===== src/rtl/instr_mem_loader.sv =====
// instr_mem_loader: byte-serial program loader for instruction memory.
// Packs four stream bytes big-endian into each 32-bit word and writes
// consecutive lines starting at line 0, holding fetch off while active.
// Optional feature macro: LOADER_CHECKSUM_EN adds a trailing 4-byte word
// that must equal the XOR of all written words.
module instr_mem_loader #(
  parameter int          DEPTH     = 101,
  parameter logic [31:0] BASE_ADDR = 32'h0004_0000
) (
  input  logic        i_clk,
  input  logic        i_rst,
  input  logic        i_start,
  input  logic [15:0] i_word_count,
  input  logic        i_in_valid,
  input  logic [7:0]  i_in_byte,
  output logic        o_in_ready,
  output logic        o_mem_we,
  output logic [31:0] o_mem_line,
  output logic [31:0] o_mem_addr,
  output logic [31:0] o_mem_wdata,
  output logic        o_fetch_hold,
  output logic        o_busy,
  output logic        o_done,
  output logic        o_error
);

  typedef enum logic [2:0] {
    S_IDLE  = 3'd0,
    S_RECV  = 3'd1,
    S_WRITE = 3'd2,
`ifdef LOADER_CHECKSUM_EN
    S_CHECK = 3'd3,
`endif
    S_DONE  = 3'd4
  } state_t;

  state_t      r_state;
  state_t      w_next;
  logic        w_in_ready;
  logic        w_mem_we;
  logic        w_accept;
  logic        w_reject;
  logic        w_hs;
  logic        w_last_byte;
  logic        w_bad_count;
  logic [31:0] w_word;
  logic [15:0] w_line_inc;

  logic [15:0] r_count;
  logic [15:0] r_line;
  logic [1:0]  r_bidx;
  logic [23:0] r_shift;
  logic [31:0] r_mem_line;
  logic [31:0] r_mem_addr;
  logic [31:0] r_mem_wdata;
  logic        r_error;
  logic        r_rej_done;
`ifdef LOADER_CHECKSUM_EN
  logic [31:0] r_xor;
`endif

  assign w_bad_count = (i_word_count == 16'd0) || ({16'd0, i_word_count} > 32'(DEPTH));
  assign w_hs        = w_in_ready && i_in_valid;
  assign w_last_byte = w_hs && (r_bidx == 2'd3);
  assign w_word      = {r_shift, i_in_byte};
  assign w_line_inc  = r_line + 16'd1;

  // State register
  always_ff @(posedge i_clk) begin
    if (i_rst) r_state <= S_IDLE;
    else       r_state <= w_next;
  end

  // Next-state decode and per-state strobes
  always_comb begin
    w_next     = r_state;
    w_in_ready = 1'b0;
    w_mem_we   = 1'b0;
    w_accept   = 1'b0;
    w_reject   = 1'b0;
    case (r_state)
      S_IDLE: begin
        if (i_start) begin
          if (w_bad_count) begin
            w_reject = 1'b1;
          end else begin
            w_accept = 1'b1;
            w_next   = S_RECV;
          end
        end
      end
      S_RECV: begin
        w_in_ready = 1'b1;
        if (i_in_valid && (r_bidx == 2'd3)) w_next = S_WRITE;
      end
      S_WRITE: begin
        w_mem_we = 1'b1;
        if (w_line_inc == r_count) begin
`ifdef LOADER_CHECKSUM_EN
          w_next = S_CHECK;
`else
          w_next = S_DONE;
`endif
        end else begin
          w_next = S_RECV;
        end
      end
`ifdef LOADER_CHECKSUM_EN
      S_CHECK: begin
        w_in_ready = 1'b1;
        if (i_in_valid && (r_bidx == 2'd3)) w_next = S_DONE;
      end
`endif
      S_DONE:  w_next = S_IDLE;
      default: w_next = S_IDLE;
    endcase
  end

  // Session counters, byte packing, write-port registers and error flag
  always_ff @(posedge i_clk) begin
    if (i_rst) begin
      r_count     <= '0;
      r_line      <= '0;
      r_bidx      <= '0;
      r_shift     <= '0;
      r_mem_line  <= '0;
      r_mem_addr  <= BASE_ADDR;
      r_mem_wdata <= '0;
      r_error     <= 1'b0;
      r_rej_done  <= 1'b0;
`ifdef LOADER_CHECKSUM_EN
      r_xor       <= '0;
`endif
    end else begin
      r_rej_done <= w_reject;
      if (w_reject) r_error <= 1'b1;
      if (w_accept) begin
        r_error <= 1'b0;
        r_count <= i_word_count;
        r_line  <= '0;
        r_bidx  <= '0;
`ifdef LOADER_CHECKSUM_EN
        r_xor   <= '0;
`endif
      end
      if (w_hs) begin
        r_bidx  <= r_bidx + 2'd1;
        r_shift <= {r_shift[15:0], i_in_byte};
      end
      // The write-port registers only change when a full word is captured,
      // so they hold their values through every non-write cycle.
      if (w_last_byte && (r_state == S_RECV)) begin
        r_mem_wdata <= w_word;
        r_mem_line  <= {16'd0, r_line};
        r_mem_addr  <= BASE_ADDR + {14'd0, r_line, 2'b00};
      end
`ifdef LOADER_CHECKSUM_EN
      if (w_last_byte && (r_state == S_CHECK) && (w_word != r_xor)) r_error <= 1'b1;
`endif
      if (w_mem_we) begin
        r_line <= w_line_inc;
`ifdef LOADER_CHECKSUM_EN
        r_xor  <= r_xor ^ r_mem_wdata;
`endif
      end
    end
  end

  assign o_in_ready   = w_in_ready;
  assign o_mem_we     = w_mem_we;
  assign o_mem_line   = r_mem_line;
  assign o_mem_addr   = r_mem_addr;
  assign o_mem_wdata  = r_mem_wdata;
  assign o_busy       = (r_state != S_IDLE);
  assign o_fetch_hold = (r_state != S_IDLE);
  assign o_done       = (r_state == S_DONE) || r_rej_done;
  assign o_error      = r_error;

endmodule

===== config.mk =====
export PLATFORM = sky130hd
export DESIGN_NAME = instr_mem_loader
export DESIGN_NICKNAME = d
export VERILOG_FILES = /design/src/rtl/instr_mem_loader.sv
export SDC_FILE = /design/constraint.sdc
export NUM_CORES = 1
export LEC_CHECK = 0
export ABC_CLOCK_PERIOD_IN_PS = 2600
export BUFFER_PORTS_ARGS = -buffer_cell sky130_fd_sc_hd__buf_2
export CAP_MARGIN = 40
export CORE_MARGIN = 4
export CORE_UTILIZATION = 42
export CTS_CLUSTER_SIZE = 16
export DETAILED_ROUTE_END_ITERATION = 12
export GPL_TIMING_DRIVEN = 0
export HOLD_SLACK_MARGIN = 0.05
export PLACE_DENSITY = 0.66
export SKIP_CTS_REPAIR_TIMING = 1
export SYNTH_ARGS = -nofsm -noshare
export SYNTH_HDL_FRONTEND = slang
export SYNTH_SLANG_ARGS = --single-unit

===== constraint.sdc =====
create_clock -name i_clk -period 2.6 [get_ports i_clk]
set_clock_uncertainty 0.1 [all_clocks]
set_input_delay 0.52 -clock i_clk [delete_from_list [all_inputs] [get_ports i_clk]]
set_output_delay 0.52 -clock i_clk [all_outputs]
set_load 0.02 [all_outputs]

Yosys cells after proc, flatten, opt, wreduce, memory -nomap -nowiden. Cells that the tools add are included.

Add/subtract/negate cells: 3. Multipliers: 0. Div/mod/pow operators: 0. Magnitude comparators: 1. Equal/unequal tests: 8. Shifts and indexed selects: 0. Muxes and demuxes: 17. Bitwise logic cells: 0. Reductions and logical operators: 13.

Operators by type and width (number): $mux 16 (2); $add 19x18->20 const A (1); $add 16x1->16 const B (1); $eq 16x16->1 (1); $gt 16x7->1 const B (1); $logic_not 16->1 (1); $mux 3 (4); $pmux 3 s3 (1); $mux 1 (8); $ne 2x2->1 const B (3); $logic_and 1x1->1 (4); $mux 2 (2); $reduce_bool 2->1 (2); $eq 3x1->1 const B (1); $eq 3x2->1 const B (1); $eq 3x3->1 const B (1); $logic_not 3->1 (1); $reduce_and 3->1 (1); $reduce_bool 3->1 (1); $add 2x1->2 const B (1); $eq 2x2->1 const B (1); $logic_or 1x1->1 (2); $reduce_or 2->1 (1).

Flip-flop bits (word level): 143. Bits in latches: 0. Bits in writable memories: 0. Bits in read-only memories: 0. Bits of input ports: 28. Output and inout bits: 102. Word-level logic and storage cells: 52. Memories kept: 0.

Longest topological paths before layout.
Depth after elaboration: 7. Gate-level depth with buffers: 8. Mapped depth without buffers: 7.

Worst setup path after synthesis. No wires, ideal clock.

Path kind: register to register. From: reg r_state[0]. To: reg r_mem_addr[16], in the netlist o_mem_addr[16]. Library setup time: 0.132 ns. Arrival: 2.050 ns. Data required time: 2.368 ns. Path slack: 0.318 ns. Cell stages (with the launch flop): 9. Path buffers: 3. Period minus slack after synthesis: 2.282 ns. Cells stage by stage: dfxtp_1 nor3b_1 and2_1 buf_2 nand2_1 clkbuf_1 clkbuf_1 nand2_1 a21oi_1.

Word-level cells in the longest chain between the ends: 5.

Ends and longest elaborated chain: start, declared (line 37) `state_t r_state;`; start signal, assigned (line 71) `else r_state <= w_next;`; $eq 3x1->1 (line 81) `case (r_state)`; $mux 1 (line 81); named net o_in_ready (line 16) `output logic o_in_ready,`; $logic_and 1x1->1 (line 63) `assign w_hs = w_in_ready && i_in_valid;`; $logic_and 1x1->1 (line 64) `assign w_last_byte = w_hs && (r_bidx == 2'd3);`; $logic_and 1x1->1 (line 152) `if (w_last_byte && (r_state == S_RECV)) begin`; end signal, assigned (line 155) `r_mem_addr <= BASE_ADDR + {14'd0, r_line, 2'b00};`; end, declared (line 54) `logic [31:0] r_mem_addr;`.

The timed path passes the listed nets, and every way through them passes these cells. A chain may end at the register's enable or synchronous reset.

Worst setup path after layout.
From: reg r_state[1]. To: out o_mem_we.

Word-level cells in the longest chain between the ends: 2.

Ends and longest elaborated chain: $eq 3x2->1 (line 81); $mux 1 (line 81); end, declared (line 17) `output logic o_mem_we,`.

Every way passes these cells.

==> qor.yml <==
floorplan:
  start_util: 0.434
  die_area_um2: 13700
  core-area_um2: 11500
  rows: 39
  pin_count: 130
  die_h_um: 117
  die_width_um: 117
clock_tree:
  clk_path_buf_depth: 2
  cts.clk_slew.worst_paths_ns: 0.07
  clockRootBuffer: "clkbuf_16"
  cts.sinks: 111
  ctsHtreeMaxLevel: 3
  numCtsBuffers: 9
  clk_latency_ns: 0.35
  cts_tree: "done"
yosys:
  synth_flop_cell: "dfxtp_1"
  ys_types: 48
  synthArstFlopShare: 0
  ys_seq_area_frac: 0.444
  avgSynthCellArea_um2: 7.81
  synth_edf_count: 0
  synth_compound_area_frac: 0.154
  yosysTopAreaCellShare: 0.444
  ys_seq_elements: 111
  yosys.area_share.adder: 0.00500
  synth_cells: 640
  synthSimpleGateAreaFrac: 0.244
  syn-cell-area_um2: 5000
  synthXorXnorAreaFrac: 0.0368
  synthTopCellsByArea: "dfxtp_1, nand2_1, a21oi_1, buf_4, xnor2_1"
  yosysWarnings: 0
  synthMuxAreaShare: 0
  synth_top_family_by_area: "simple AND/OR/NAND/NOR gates"
  yosysTopAreaCell: "dfxtp_1"
drt:
  vias: 4549
  ant_nets: 0
  drc: 0
  via_per_inst: 4.92
  first_iter_violations: 244
  wire_per_inst_um: 14.0
  drt_wl_total_um: 12900
  drt-pass1-iter-count: 4
grt:
  grt_first_pass_wirelength_um: 20300
  antenna_found_initial: 0
  grt_pass1_vias: 4188
  grt_overflow_total: 0
  grt_use_total: 0.189
  grt_max_degree: 19
final_layout:
  area_growth_pct: 22.2
  utilization: 0.531
  fin_nets: 807
  stdcell_count: 925
  layout-drive-gt1-share: 0.242
  diodes: 0
sta:
  timing.fmax_ghz: 0.405
  setup_slack_ns: 0.128
  period_share: 0.951
  worst_pin_slew_ns: 0.733
  period_needed_ns: 2.47
  relSlewSlack: 0.498
  setup_viol: 0
  rsz0062_at_grt: "yes"
  holdWs_ns: 0.301
  hold_viol: 0
  slew_viol_final: 0
critical_path:
  rr_startpoint: "r_line[0]"
  critical-path-slowest-cell: "or3b_1"
  r2r_setup_slack_ns: 0.15
  required_ns: 1.98
  reg2reg_depth: 7
  worstPathCellList: "or3b_1, inv_1, clkbuf_2, buf_2"
  crit_fanout: 10
  cp_slowest_stage_delay_ns: 0.46
  cp.arrival_ns: 1.85
  timing.rr.end: "r_state[2]"
  critical_path.top_delay_family: "buffers and inverters"
  crit_buf_inv: 3
  path_class: "register to output port"
  critPathCaptureType: "output port"
  critPathLaunchType: "register"
placed_design:
  dp_cells: 910
  dp_worst_setup_slack_ns: -0.102
  routabilityCongestion: 0.818
  place_hpwl_um: 9700
  numPortBuffers: 97
power:
  peakVddDrop_v: 0.000298
  p_per_area_nw_per_um2: 532
  leakage_nw: 2.60
  power_w: 0.00325
hold_path:
  hold_depth: 3
  min_path_type: "input port to register"
  hp-start: "i_start"
  hold_end: "r_rej_done"
status:
  status: "completed"
job:
  max_cap_violations: 0
## layer usage
metal	track usage	wire, um	vias to the layer above
li1	-	-	2338
met1	0.255	6310	2048
met2	0.299	5650	144
met3	0.0391	732	19
met4	0.0688	226	0
met5	0	0	-
## worst reg2reg max path: cells and delay by family, from the launching register on
family	cells	cell delay, ns
AND/OR/NAND/NOR	5	1.44
flip-flops	1	0.46
adder cells (fa/ha/maj)	1	0.22
AO/OA/AOI/OAI	1	0.16
## cells in the mapped netlist, types with 2 or more instances
cell	number
nand2_1	177
dfxtp_1	111
a21oi_1	98
buf_4	51
clkbuf_1	30
nor2_1	28
o21ai_0	15
and2_1	14
xnor2_1	14
nand4_1	8
or3_1	8
xor2_1	7
a311oi_1	6
and3_1	6
buf_2	6
nor4_1	6
nor3_1	5
nand3_1	4
a211oi_1	3
buf_1	3
inv_1	3
buf_6	2
conb_1	2
ha_1	2
nand2b_1	2
nand3_2	2
nand4_2	2
nor3b_1	2
o2111ai_1	2
o211ai_1	2
or4_1	2
## kinds of logic after synthesis
group | Yosys count
and+or+nand+nor | 272
AOI/OAI and AO/OA | 137
DFF | 111
buffers and inverters | 95
xor gates and xnor gates | 21
adders and majority gates | 2
other | 2
## report_power, final
part	internal, W	total [W]	switching [W]
Combinational	0.0000559	0.000154	0.0000980
Sequential	0.00170	0.00170	0.000000772
Clock	0.000755	0.00140	0.000645
Total	0.00251	0.00325	0.000744
## metrics by stage
step / cell area (um2) / setup TNS, ns
after global placement: 5780 / -0.0986
after CTS: 6080 / -0.176
after global routing: 6110 / -0.0229
after floorplan: 5110 / 0
final: 6110 / 0
after detailed placement: 5780 / -0.162
## flip-flops by register name, summed over array words and instances (netlist names)
register / count
r_line: 16
r_shift: 24
o_mem_wdata: 32
r_bidx: 2
o_mem_addr: 16
r_rej_done: 1
r_state: 3
o_error: 1
r_count: 16
## area by class of cell
cell class                 count  area (um2)
clock inverter                 6        70.1
tap                          143         179
sequential                   111        2220
timing repair buffer          97         485
buffer                        91         561
fill                        1135        5400
multi-input combinational    464        2350
clock buffer                  10         229
inverter                       3        11.3
## cells in the final DEF, fill, tap and decap left out, types with 2 or more instances in the layout
| cell type | count |
|---|---|
| nand2_1 | 177 |
| nand3_1 | 4 |
| clkbuf_2 | 4 |
| or4_1 | 2 |
| nand3_2 | 2 |
| o211ai_1 | 2 |
| buf_1 | 3 |
| xnor2_1 | 14 |
| nor3_1 | 5 |
| buf_4 | 51 |
| clkbuf_16 | 9 |
| nand4_1 | 8 |
| xor2_1 | 7 |
| a21oi_1 | 98 |
| and3_1 | 6 |
| a211oi_1 | 3 |
| nor2_1 | 28 |
| or3_1 | 8 |
| clkinvlp_4 | 2 |
| o21ai_0 | 15 |
| nor4_1 | 5 |
| buf_6 | 2 |
| buf_2 | 103 |
| o2111ai_1 | 2 |
| nand2b_1 | 2 |
| a311oi_1 | 6 |
| dfxtp_1 | 109 |
| dfxtp_2 | 2 |
| and2_1 | 14 |
| inv_1 | 3 |
| nand4_2 | 2 |
| clkbuf_1 | 26 |
| conb_1 | 32 |
## worst max-delay path by stage
| stage | cells after the start | slack (ns) | start | to |
|---|---|---|---|---|
| after floorplan | 8 | 0.32 | r_state[0] | o_mem_addr[16] |
| after detailed placement | 7 | -0.10 | r_line[0] | r_state[2] |
| final | 4 | 0.13 | r_state[1] | o_mem_we |
| after global routing | 6 | -0.02 | r_line[9] | r_state[2] |
| after global placement | 7 | -0.1 | r_line[0] | r_state[2] |
| after CTS | 7 | -0.12 | r_line[0] | r_state[2] |
Note: power is estimated with default switching activity, not from simulation.
